`src/rtl/kf6845_bus_control_logic_multi.sv`:
```
`default_nettype none
// ============================================================================
// Module  : kf6845_bus_control_logic_multi
// Brief   : 6800-style host bus front end for the CRTC register bank.
//           Synchronises the bus pins, commits each access on the falling
//           edge of E and issues one-hot register strobes or an invalid flag.
// Revision: 1.0 - initial release
// ============================================================================
module kf6845_bus_control_logic_multi #(
    parameter int DATA_WIDTH                    = 8,
    parameter int ADDR_WIDTH                    = 5,
    parameter int NUM_REGS                      = 18,
    parameter logic [NUM_REGS-1:0] WRITABLE_MASK = {NUM_REGS{1'b1}},
    parameter logic [NUM_REGS-1:0] READABLE_MASK = NUM_REGS'(18'h3C000),
    parameter int SYNC_STAGES                   = 2
) (
    input  logic                  clock,
    input  logic                  reset_n,
    input  logic                  CS_N,
    input  logic                  RS,
    input  logic                  ENABLE,
    input  logic                  R_OR_W,
    input  logic [DATA_WIDTH-1:0] D_IN,
    input  logic                  auto_increment_enable,
    output logic [DATA_WIDTH-1:0] internal_data_bus,
    output logic [ADDR_WIDTH-1:0] address_register,
    output logic [NUM_REGS-1:0]   write_strobe,
    output logic [NUM_REGS-1:0]   read_strobe,
    output logic                  invalid_access
);

    localparam int c_sw = DATA_WIDTH + 4;
    localparam logic [ADDR_WIDTH-1:0] c_last_addr = ADDR_WIDTH'(NUM_REGS - 1);

    logic [SYNC_STAGES-1:0][c_sw-1:0] r_sync;
    logic [c_sw-1:0]                  w_pins;
    logic                             w_s_cs_n;
    logic                             w_s_rs;
    logic                             w_s_enable;
    logic                             w_s_r_or_w;
    logic [DATA_WIDTH-1:0]            w_s_data;

    logic                             r_enable_d;
    logic                             r_pending;
    logic                             r_cap_rs;
    logic                             r_cap_r_or_w;
    logic [DATA_WIDTH-1:0]            r_cap_data;

    logic                             w_commit;
    logic [NUM_REGS-1:0]              w_onehot;
    logic                             w_write_ok;
    logic                             w_read_ok;
    logic [ADDR_WIDTH-1:0]            w_addr_next;

    assign w_pins = {CS_N, RS, ENABLE, R_OR_W, D_IN};
    assign {w_s_cs_n, w_s_rs, w_s_enable, w_s_r_or_w, w_s_data} = r_sync[SYNC_STAGES-1];

    always_ff @(posedge clock or negedge reset_n) begin
        if (!reset_n) begin
            r_sync <= '0;
        end else begin
            r_sync[0] <= w_pins;
            for (int i = 1; i < SYNC_STAGES; i++) begin
                r_sync[i] <= r_sync[i-1];
            end
        end
    end

    // Capture keeps the last values seen while E is high so that CS_N may
    // rise in the same clock as E falls without losing the access.
    always_ff @(posedge clock or negedge reset_n) begin
        if (!reset_n) begin
            r_enable_d   <= 1'b0;
            r_pending    <= 1'b0;
            r_cap_rs     <= 1'b0;
            r_cap_r_or_w <= 1'b0;
            r_cap_data   <= '0;
        end else begin
            r_enable_d <= w_s_enable;
            if (w_s_enable && !w_s_cs_n) begin
                r_pending    <= 1'b1;
                r_cap_rs     <= w_s_rs;
                r_cap_r_or_w <= w_s_r_or_w;
                r_cap_data   <= w_s_data;
            end else if (w_commit) begin
                r_pending <= 1'b0;
            end
        end
    end

    assign w_commit = r_enable_d && !w_s_enable && r_pending;

    always_comb begin
        w_onehot = '0;
        for (int i = 0; i < NUM_REGS; i++) begin
            w_onehot[i] = (address_register == ADDR_WIDTH'(i));
        end
    end

    // Addresses at or beyond NUM_REGS never match w_onehot, so they fail both checks.
    assign w_write_ok  = |(w_onehot & WRITABLE_MASK);
    assign w_read_ok   = |(w_onehot & READABLE_MASK);
    assign w_addr_next = (address_register >= c_last_addr) ? '0
                                                           : address_register + ADDR_WIDTH'(1);

    always_ff @(posedge clock or negedge reset_n) begin
        if (!reset_n) begin
            internal_data_bus <= '0;
            address_register  <= '0;
            write_strobe      <= '0;
            read_strobe       <= '0;
            invalid_access    <= 1'b0;
        end else begin
            write_strobe   <= '0;
            read_strobe    <= '0;
            invalid_access <= 1'b0;
            if (w_commit) begin
                if (!r_cap_rs) begin
                    if (!r_cap_r_or_w) begin
                        address_register <= r_cap_data[ADDR_WIDTH-1:0];
                    end
                end else begin
                    if (!r_cap_r_or_w) begin
                        if (w_write_ok) begin
                            write_strobe      <= w_onehot;
                            internal_data_bus <= r_cap_data;
                        end else begin
                            invalid_access <= 1'b1;
                        end
                    end else begin
                        if (w_read_ok) begin
                            read_strobe <= w_onehot;
                        end else begin
                            invalid_access <= 1'b1;
                        end
                    end
                    if (auto_increment_enable) begin
                        address_register <= w_addr_next;
                    end
                end
            end
        end
    end

endmodule
`default_nettype wire

```
`config.mk`:
```
export PLATFORM = sky130hd
export DESIGN_NAME = kf6845_bus_control_logic_multi
export DESIGN_NICKNAME = d
export VERILOG_FILES = /design/src/rtl/kf6845_bus_control_logic_multi.sv
export SDC_FILE = /design/constraint.sdc
export NUM_CORES = 1
export LEC_CHECK = 0
export BUFFER_PORTS_ARGS = -buffer_cell sky130_fd_sc_hd__buf_2
export CORE_UTILIZATION = 53
export CTS_CLUSTER_DIAMETER = 60
export CTS_CLUSTER_SIZE = 25
export DETAILED_ROUTE_END_ITERATION = 8
export GPL_ROUTABILITY_DRIVEN = 0
export PLACE_DENSITY_LB_ADDON = 0.05
export RECOVER_POWER = 50
export SETUP_SLACK_MARGIN = 0.2
export SLEW_MARGIN = 20
export SYNTH_ARGS = -nofsm -noshare
export SYNTH_HDL_FRONTEND = slang
export SYNTH_SLANG_ARGS = --single-unit
```
`constraint.sdc`:
```
create_clock -name clock -period 2.6 [get_ports clock]
set_input_delay 0 -clock clock [delete_from_list [all_inputs] [get_ports clock]]
set_output_delay 0 -clock clock [all_outputs]
set_load 0.02 [all_outputs]
```
==> summary.txt <==
Status
  – Status: finished, violations left
  – Failing checks: capacitance limit, slew limit

Drt
  – DRC: 0
  – Vias: 1,948
  – Drt wl/cell: ~14 um
  – Avg Vias per Cell: between 5 and 6
  – Post-route antenna net violation count: 0
  – Drt first pass iters: 4
  – Total Wirelength: between 5 and 6 mm
  – Drt initial violations: between 100 and 150

GRT
  – Total grt overflow: 0
  – Total track usage: 0.199
  – First-pass GRT wire length: a little over 9 mm
  – Largest net degree at the start of global routing: 87
  – Antenna violations before repair: 0
  – Number of global-route vias before repair: around 1,900

Power and ir drop
  – Net Sw Frac: 0.311
  – Worst VDD drop: 521 uV
  – Logic pwr share: 0.262
  – Leak: 1.85 nW
  – Clock Power Share: 0.281
  – Pwr Total: between 3 and 4 mW
  – Switching Power: 1.09 mW
  – P_int: roughly 2.4 mW
  – P per Cell Area: between 900 and 1000 mW/mm2
  – Seq pwr share: 0.457

Synth
  – Sequential cell area fraction in the yosys report: 0.691
  – Synth top area cells: dfrtp_1, mux2_2, mux2_4, nor2_1, and3_1
  – Syn_area_per_cell: approximately 14 um2
  – Ys flop type: dfrtp_1
  – Syn. warnings: 0
  – Post-synth cell types: 44
  – Post-Synthesis Cells: roughly 230
  – Mapped Area: approximately 0.0031 mm2
  – Async SR Flop Fraction: 1.00
  – #FFs+latches synth: 86
  – Synth top area share: 0.691
  – Syn Nets: about 250
  – Post-synth EDFFs: 0
  – Cell taking the most area after synthesis: dfrtp_1

Finish
  – Utilization after layout: 0.684
  – Register Area: ~0.0022 mm2
  – Final nets: around 330
  – Fin area: 0.00381 mm2
  – Filler Cell Count: 437
  – Layout cells sized above 1: 0.243
  – Area grow syn2layout: 22.5%
  – Multi-input gate area: 871 um2
  – Antenna cells: 0

Setup path
  – CP endpoint: internal_data_bus[2]
  – RR Endpoint: internal_data_bus[2]
  – WP data required: between 2 and 3 ns
  – CP Capture Type: flop
  – Crit path kind: flop to flop
  – Launch point of the worst reg-to-reg path: address_register[0]
  – Setup crit start: address_register[0]
  – Crit path max fanout: 22
  – Worst reg2reg setup slack: ~0.35 ns
  – CP Launch Type: flop
  – Worst R2R Path Depth: 8
  – Arrival time at the worst endpoint: 2.47 ns

Clocking
  – CTS Sinks: 86
  – H-Tree Level Count: 3
  – Setup bufs post-CTS: 0
  – CTS Buf Count: 9
  – CTS tree: yes
  – Root buffer cell: clkbuf_8
  – Latest clock arrival within the worst-skew pair: between 0.3 and 0.4 ns
  – Clock transition at path regs: about 0.080 ns
  – Longest Clk Path Bufs: 2

Die
  – Die X: roughly 80 um
  – I/O pin total: 65
  – Die Ht: slightly below 80 um
  – Rows: 27
  – Die area: 0.00618 mm2
  – Starting density of the core: 0.558
  – Core Box Area: between 0.005 and 0.006 mm2

Timing
  – Slew margin rel.: -0.333
  – Clock skew: about 0.0054 ns
  – # setup viols final: 0
  – Final period utilization: 0.864
  – Clock period minus worst slack: 2.25 ns
  – Max Slew Vio Count: 87
  – Hold Vio Cnt, Final: 0
  – Worst hold slack: 0.212 ns
  – Fmax achieved: between 0.4 and 0.5 GHz
  – Slew @ Worst Pin: 2.00 ns
  – RSZ-0062 raised after global routing: false
  – Fin Setup TNS: 0 ns

Worst hold path
  – Min-Delay Path Class: primary input to flop

Place
  – Port-buffer cells: between 60 and 70
  – Dpl cell area: between 0.003 and 0.004 mm2
  – Final HPWL DP: between 3 and 4 mm

Run
  – MaxCap Viol Count: 1
## critical path, stage by stage (launching register included)
cell,delay (ns)
dfrtp_1,0.44
ha_1,0.29
inv_2,0.14
nor2_1,0.06
ha_1,0.20
a21oi_2,0.12
nand2_1,0.10
o31a_4,0.45
mux2_4,0.33
## per-stage QoR
step | instances | setup slack, ns
2_1_floorplan | 229 | 0.336
6_report | 389 | 0.354
3_3_place_gp | 360 | 0.293
3_5_place_dp | 360 | 0.191
4_1_cts | 389 | 0.274
5_1_grt | 389 | 0.215
## flip-flops by register name (all words and copies together) (netlist names)
register	count
write_strobe	18
r_cap_data	8
r_cap_r_or_w	1
r_enable_d	1
invalid_access	1
r_sync	24
internal_data_bus	8
r_pending	1
r_cap_rs	1
read_strobe	18
address_register	5
## logic make-up (layout without fill, tap and decap cells)
kind of cell,count (synthesis),in the layout,share of synthesized area
multiplexers,16,16,0.0651
AO/OA/AOI/OAI,28,28,0.0651
flip-flops,86,86,0.691
AND/OR/NAND/NOR,72,72,0.125
buffers and inverters,22,110,0.0330
adder cells (fa/ha/maj),5,5,0.0201
## cells in the final DEF (no fill, tap or decap), drive strengths merged, types with 2 or more instances in the layout
cell         instances
a311oi               2
and2                 2
buf                 32
a31oi                2
o21ai                6
bufinv               2
nand3                4
inv                 13
nor2b                3
and3                14
dfrtp               86
nor2                21
clkinv               2
nor4b                2
ha                   5
dlygate4sd3         13
o211ai               2
nor3                 4
a21oi                6
nand2               11
and4                 2
clkbuf              48
mux2                16
o22ai                2
and3b                2
## worst min path at each step
| stage | cells past startpoint | end | start | slack (ns) |
|---|---|---|---|---|
| final | 4 | address_register[1] | auto_increment_enable | 0.21 |
| after global routing | 4 | address_register[1] | auto_increment_enable | 0.23 |
| after CTS | 4 | address_register[1] | auto_increment_enable | 0.20 |
| after detailed placement | 1 | r_sync[2] | D_IN[2] | 0.11 |
| after global placement | 1 | r_sync[11] | CS_N | 0.11 |
| after floorplan | 0 | address_register[0] | reset_n | -0.30 |
## cells in the mapped netlist (2+ instances only)
| library cell | instances |
|---|---|
| a31oi_1 | 2 |
| nor4b_1 | 2 |
| nand3_1 | 4 |
| ha_1 | 5 |
| o22ai_1 | 2 |
| and3_1 | 11 |
| inv_1 | 13 |
| mux2_2 | 10 |
| dfrtp_1 | 86 |
| buf_6 | 2 |
| nor2b_1 | 3 |
| buf_2 | 4 |
| mux2_4 | 6 |
| a311oi_1 | 2 |
| o21ai_0 | 5 |
| and4_2 | 2 |
| nand2_1 | 11 |
| and3_2 | 3 |
| and2_1 | 2 |
| nor2_1 | 21 |
| a21oi_1 | 5 |
| nor3_1 | 4 |
| clkbuf_1 | 3 |
## what timing repair did
action                     CTS  global route
setup endpoints to repair    2            13
hold endpoints to repair    98             0
hold buffers                13             0
gates resized for setup      1             3
## cell type report
type,count,area share
Sequential cell,86,0.564
Multi-Input combinational cell,121,0.228
Timing Repair Buffer,81,0.115
Clock buffer,12,0.0381
Tap cell,72,0.0236
Clock inverter,4,0.0184
Inverter,13,0.0128
## routing by layer
metal / track usage / vias to the layer above / wire, um
met2: 0.331 / 57 / 2740
met3: 0.0547 / 5 / 266
li1: - / 944 / -
met1: 0.247 / 942 / 2310
met5: 0 / - / 0
met4: 0.0722 / 0 / 46
## power groups by stage
stage / Sequential [mW] / Clock, mW / Combinational (mW)
2_1_floorplan: 1.70 / 0 / 0.543
3_3_place_gp: 1.62 / 0 / 0.876
3_5_place_dp: 1.62 / 0 / 0.895
4_1_cts: 1.60 / 1.01 / 0.918
5_1_grt: 1.62 / 1.08 / 1.01
6_report: 1.60 / 0.984 / 0.917
No activity file was read; power rests on OpenSTA's default activity.
